<file path="config.mk">
export PLATFORM = sky130hd
export DESIGN_NAME = sap_clock_ctrl
export DESIGN_NICKNAME = d
export VERILOG_FILES = /design/src/rtl/sap_pkg.sv /design/src/rtl/edge_rise.sv /design/src/rtl/sap_clock_ctrl.sv
export SDC_FILE = /design/constraint.sdc
export NUM_CORES = 1
export LEC_CHECK = 0
export CORE_ASPECT_RATIO = 0.5
export CORE_MARGIN = 8
export CORE_UTILIZATION = 58
export DETAILED_ROUTE_END_ITERATION = 8
export GPL_TIMING_DRIVEN = 0
export PLACE_DENSITY = 0.86
export RECOVER_POWER = 100
export SYNTH_ARGS = -nofsm -noshare
export SYNTH_HDL_FRONTEND = slang
export SYNTH_SLANG_ARGS = --single-unit
</file>
<file path="constraint.sdc">
create_clock -name clk -period 2.3 [get_ports clk]
set_input_delay 0.46 -clock clk [delete_from_list [all_inputs] [get_ports clk]]
set_output_delay 0.46 -clock clk [all_outputs]
set_load 0.01 [all_outputs]
</file>
<file path="src/rtl/sap_pkg.sv">
// Shared definitions for the SAP-1 clock controller.
//   clk_state_e     : controller mode (single-step, free-run, halted)
//   RUN_DIV_DEFAULT : default clk cycles between clk_en pulses in run mode
package sap_pkg;
  typedef enum logic [1:0] {
    STEP   = 2'd0,
    RUN    = 2'd1,
    HALTED = 2'd2
  } clk_state_e;

  localparam int RUN_DIV_DEFAULT = 25_000_000;
endpackage

</file>
<file path="src/rtl/edge_rise.sv">
// Rising-edge detector on an already-debounced level.
//   clk, rst_n : clock, async active-low reset
//   d          : input level
//   rise       : 1 while d=1 and the previous sampled level was 0
// RESET_VAL=1 suppresses a spurious edge from a button held through reset.
module edge_rise #(
  parameter logic RESET_VAL = 1'b1
) (
  input  logic clk,
  input  logic rst_n,
  input  logic d,
  output logic rise
);
  logic prev;

  always_ff @(posedge clk or negedge rst_n) begin
    if (!rst_n) prev <= RESET_VAL;
    else        prev <= d;
  end

  assign rise = d & ~prev;
endmodule

</file>
<file path="src/rtl/sap_clock_ctrl.sv">
// SAP-1 clock controller: turns debounced button/switch levels into
// single-cycle clock-enable and clear pulses for the core.
//   clk, rst_n : clock, async active-low reset
//   step_btn   : step button level (1=pressed)
//   clr_btn    : clear button level (1=pressed)
//   run_sw     : mode switch (1=run, 0=step)
//   hlt        : halt request from the control unit
//   clk_en     : one-cycle core advance pulse (registered)
//   cpu_clr    : one-cycle core clear pulse (registered)
//   halted     : 1 in HALTED
//   mode_run   : 1 in RUN
module sap_clock_ctrl
  import sap_pkg::*;
#(
  parameter int RUN_DIV = RUN_DIV_DEFAULT
) (
  input  logic clk,
  input  logic rst_n,
  input  logic step_btn,
  input  logic clr_btn,
  input  logic run_sw,
  input  logic hlt,
  output logic clk_en,
  output logic cpu_clr,
  output logic halted,
  output logic mode_run
);
  localparam int CNT_W = $clog2(RUN_DIV);
  localparam logic [CNT_W-1:0] CNT_TC = CNT_W'(RUN_DIV - 1);

  clk_state_e       state, nxt_state;
  logic [CNT_W-1:0] cnt, nxt_cnt;
  logic             nxt_clk_en, nxt_clr;
  logic             step_rise, clr_rise;

  edge_rise #(.RESET_VAL(1'b1)) u_step_edge (
    .clk(clk), .rst_n(rst_n), .d(step_btn), .rise(step_rise)
  );

  edge_rise #(.RESET_VAL(1'b1)) u_clr_edge (
    .clk(clk), .rst_n(rst_n), .d(clr_btn), .rise(clr_rise)
  );

  always_ff @(posedge clk or negedge rst_n) begin
    if (!rst_n) begin
      state   <= STEP;
      cnt     <= '0;
      clk_en  <= 1'b0;
      cpu_clr <= 1'b0;
    end else begin
      state   <= nxt_state;
      cnt     <= nxt_cnt;
      clk_en  <= nxt_clk_en;
      cpu_clr <= nxt_clr;
    end
  end

  // Priority: clr edge > hlt > mode change > step edge / terminal count.
  // Any mode transition zeroes the divider so RUN always starts a full period.
  always_comb begin
    nxt_state  = state;
    nxt_cnt    = cnt;
    nxt_clk_en = 1'b0;
    nxt_clr    = 1'b0;
    if (clr_rise) begin
      nxt_clr   = 1'b1;
      nxt_cnt   = '0;
      nxt_state = run_sw ? RUN : STEP;
    end else if (state == HALTED) begin
      nxt_cnt = '0;
    end else if (hlt) begin
      nxt_state = HALTED;
      nxt_cnt   = '0;
    end else begin
      case (state)
        STEP: begin
          if (run_sw) begin
            nxt_state = RUN;
            nxt_cnt   = '0;
          end else if (step_rise) begin
            nxt_clk_en = 1'b1;
          end
        end
        RUN: begin
          if (!run_sw) begin
            nxt_state = STEP;
            nxt_cnt   = '0;
          end else if (cnt == CNT_TC) begin
            nxt_clk_en = 1'b1;
            nxt_cnt    = '0;
          end else begin
            nxt_cnt = cnt + CNT_W'(1);
          end
        end
        default: begin
          nxt_state = STEP;
          nxt_cnt   = '0;
        end
      endcase
    end
  end

  assign mode_run = (state == RUN);
  assign halted   = (state == HALTED);
endmodule
</file>
==> flow_summary.yaml <==
status:
  outcome: "finished, violations left"
  failed_checks: "max-capacitance violations, max-slew violations"
sta:
  worst_slack_ns: 0.0795
  fin_crit_sh_pct: 96.5
  fin_crit_ns: 2.22
  skew_ns: 0.00756
  worst_slew_pin_slew_ns: 1.65
  max_slew_margin_pct: -10.1
  drv_slew: 32
  fmax_mhz: 450
  setup_viol: 0
  rsz0062_at_grt: "no"
  hold_violations: 0
worst_setup_path:
  r2r-start: "cnt[9]"
  critPathRequiredTime_ns: 2.45
  end_kind: "flop"
  crit_arrival_ns: 2.37
  cpPeakStageDelay_ns: 0.49
  crit_start: "clr_btn"
  path_buf_inv: 3
  worstPathCellList: "clkdlybuf4s50_1 -> nor2b_1 -> nand2b_1 -> or3_1 -> clkbuf_1 -> clkbuf_2 -> a31oi_1"
  crit_fanout: 10
  slowest_stage: "clkdlybuf4s50_1"
  crit_family: "buffers and inverters"
  critPathKind: "in -> reg"
  critPathLaunchType: "primary input"
power:
  power_leakage_nw: 0.810
  peakVddDrop_uv: 403
  cellPowerDensity_nw_per_um2: 610
min_path:
  hp-class: "reg -> reg"
  hold_start: "cnt[22]"
synth:
  ys_types: 37
  syn_avg_cell_area_um2: 9.57
  synth_top_family_by_area: "simple AND/OR/NAND/NOR gates"
  synth_seq_cells: 31
  synthMuxAreaShare_pct: 0
  synthCells: 177
  synth_nets: 184
  synth_edf_count: 0
  synth_simple_gate_area_share_pct: 27.4
  synth_compound_area_share_pct: 22.1
  synth_flop_cell: "dfrtp_1"
  synthAdderAreaFrac_pct: 0.739
  seq_area_frac_synth_pct: 45.9
  syn-cell-area_um2: 1690
  synth_xor_area_share_pct: 0
  async_reset_ff_share_pct: 100
  synth_top_area_share_pct: 42.8
  yosys_warnings: 0
  netlist.top_cell.by_area: "dfrtp_1"
  synth.top_cells.by_area: "dfrtp_1, a31oi_1, a21oi_1"
floorplanning:
  rows: 13
  core_um2: 2680
  initial_utilization_pct: 63.1
  io_pins: 10
  die_h_um: 54.2
  dieArea_um2: 5010
  die_x_um: 92.4
place:
  place_ws_ns: -0.353
  hpwl_mm: 2.81
  port_buffers: 9
  place_area_um2: 1830
  place.gp.congestion: 0.913
global_routing:
  grt_pass1_vias: 1404
  grt_max_degree: 32
  grt_pass1_wl_mm: 6.82
  antenna_found_initial: 0
  gr-total-overflow: 0
  globalRouteTotalUtil_pct: 17.8
clocking:
  cts_buffer_depth: 2
  root_buffer: "clkbuf_8"
  post_cts_buffers: 0
  h-tree-depth: 2
  path_clk_slew_ns: 0.07
  clk_latency_ns: 0.29
  cts_sinks: 31
  cts_tree: "done"
  numCtsBuffers: 5
layout:
  nets: 200
  n_fill_cell: 196
  syn_to_final_growth_pct: 14.9
  antennaDiodeCount: 0
  drive_gt1_share_pct: 12.9
  fin_area_um2: 1950
  seq_area_um2: 778
  multiInputGateArea_um2: 858
detailed_routing:
  wl_per_cell_um: 18.2
  drtIter0Drc: 160
  viasPerCell: 6.75
  drc: 0
  wirelength_mm: 4.22
  drtAntennaViolNets: 0
  dr.pass1.iters: 5
  vias: 1559
run:
  maxCapViolations: 1
-- registers in the layout, summed over array words and instances, names as in the netlist --
| name | flops |
|---|---|
| clk_en | 1 |
| cnt | 25 |
| cpu_clr | 1 |
| state | 2 |
| u_clr_edge.prev | 1 |
| u_step_edge.prev | 1 |
-- cells in the mapped netlist, types with 3 or more instances --
| cell type | count |
|---|---|
| dfrtp_1 | 29 |
| a31oi_1 | 20 |
| nand2_1 | 15 |
| a21oi_1 | 14 |
| nand3_1 | 10 |
| a21o_1 | 7 |
| nand4_1 | 7 |
| nor2_1 | 7 |
| a41oi_1 | 5 |
| and3_1 | 5 |
| nor3_1 | 5 |
| o21ai_0 | 5 |
| clkbuf_1 | 4 |
| or3_1 | 4 |
| buf_6 | 3 |
| inv_1 | 3 |
| nor2b_1 | 3 |
| o21ai_1 | 3 |
| or2b_1 | 3 |
-- cells in the final DEF, fill, tap and decap left out, drive strengths merged, types with 4 or more instances in the layout --
| cell | netlist | final |
|---|---|---|
| buf | 4 | 4 |
| nand4 | 8 | 8 |
| or3 | 4 | 4 |
| clkbuf | 4 | 11 |
| o21ai | 8 | 8 |
| clkdlybuf4s50 | 0 | 5 |
| nor2 | 7 | 7 |
| dfrtp | 29 | 29 |
| nand2 | 15 | 15 |
| a21o | 7 | 7 |
| and3 | 5 | 5 |
| a41oi | 5 | 5 |
| a21oi | 16 | 16 |
| a31oi | 20 | 20 |
| nand3 | 10 | 10 |
| nor4 | 4 | 4 |
| nor3 | 5 | 5 |
-- metrics by stage --
stage / TNS, ns / hold WS [ns] / util (%) / power [W] / instances
finish: 0 / 0.499 / 72.5 / 0.00119 / 231
detailed placement: -4.50 / 0.492 / 68.2 / 0.000636 / 223
CTS: 0 / 0.502 / 72.6 / 0.00119 / 231
global placement: -2.68 / 0.491 / 68.2 / 0.000633 / 223
global route: 0 / 0.528 / 72.5 / 0.00123 / 231
floorplan: 0 / 0.164 / - / 0.000598 / 177
-- timing repair --
item,4_1_cts,5_1_grt
resized for setup,1,2
setup endpoints to repair,10,11
pin swaps,0,1
endpoints found under the hold margin,0,0
hold buffers,0,0
-- metal layers --
layer  track usage (%)  vias up  part of all wire, %  wire length, um
met1              22.8      756                   45             1910
met5                 0        -                    0                0
met4              9.76        0                  2.0               83
li1                  -      717                    -                -
met2              26.1       76                   43             1810
met3              6.68       10                  9.8              413
-- logic make-up (layout without fill, tap and decap cells) --
group                    after synthesis  count (layout)
AO/OA/AOI/OAI                         59              59
adder cells (fa/ha/maj)                1               1
buffers and inverters                 11              28
flip-flops                            31              31
AND/OR/NAND/NOR                       75              75
-- where the power goes --
part           internal, W  switching [W]  total [W]
Clock             0.000350       0.000213   0.000564
Sequential        0.000554     0.00000583   0.000560
Combinational    0.0000260      0.0000385  0.0000645
Total             0.000930       0.000258    0.00119
-- worst paths after layout --
kind | end | slack, ns | cells after the start
min | cnt[22] | 0.50 | 1
max reg2reg | cnt[9] | 0.09 | 7
min reg2reg | cnt[22] | 0.50 | 1
max | cnt[3] | 0.08 | 7
max in group asynchronous | state[1] | 0.75 | 1
min in group asynchronous | cnt[1] | 0.59 | 1
-- layout make-up --
| cell class | count | area share (%) |
|---|---|---|
| multi-input cells | 135 | 44.1 |
| flip-flops and latches | 31 | 40.0 |
| repair buffers | 9 | 4.31 |
| clock buffers | 6 | 4.24 |
| plain buffers | 8 | 2.63 |
| well taps | 37 | 2.38 |
| clock inverters | 2 | 1.80 |
| inverters | 3 | 0.578 |
No activity file was read; power rests on OpenSTA's default activity.
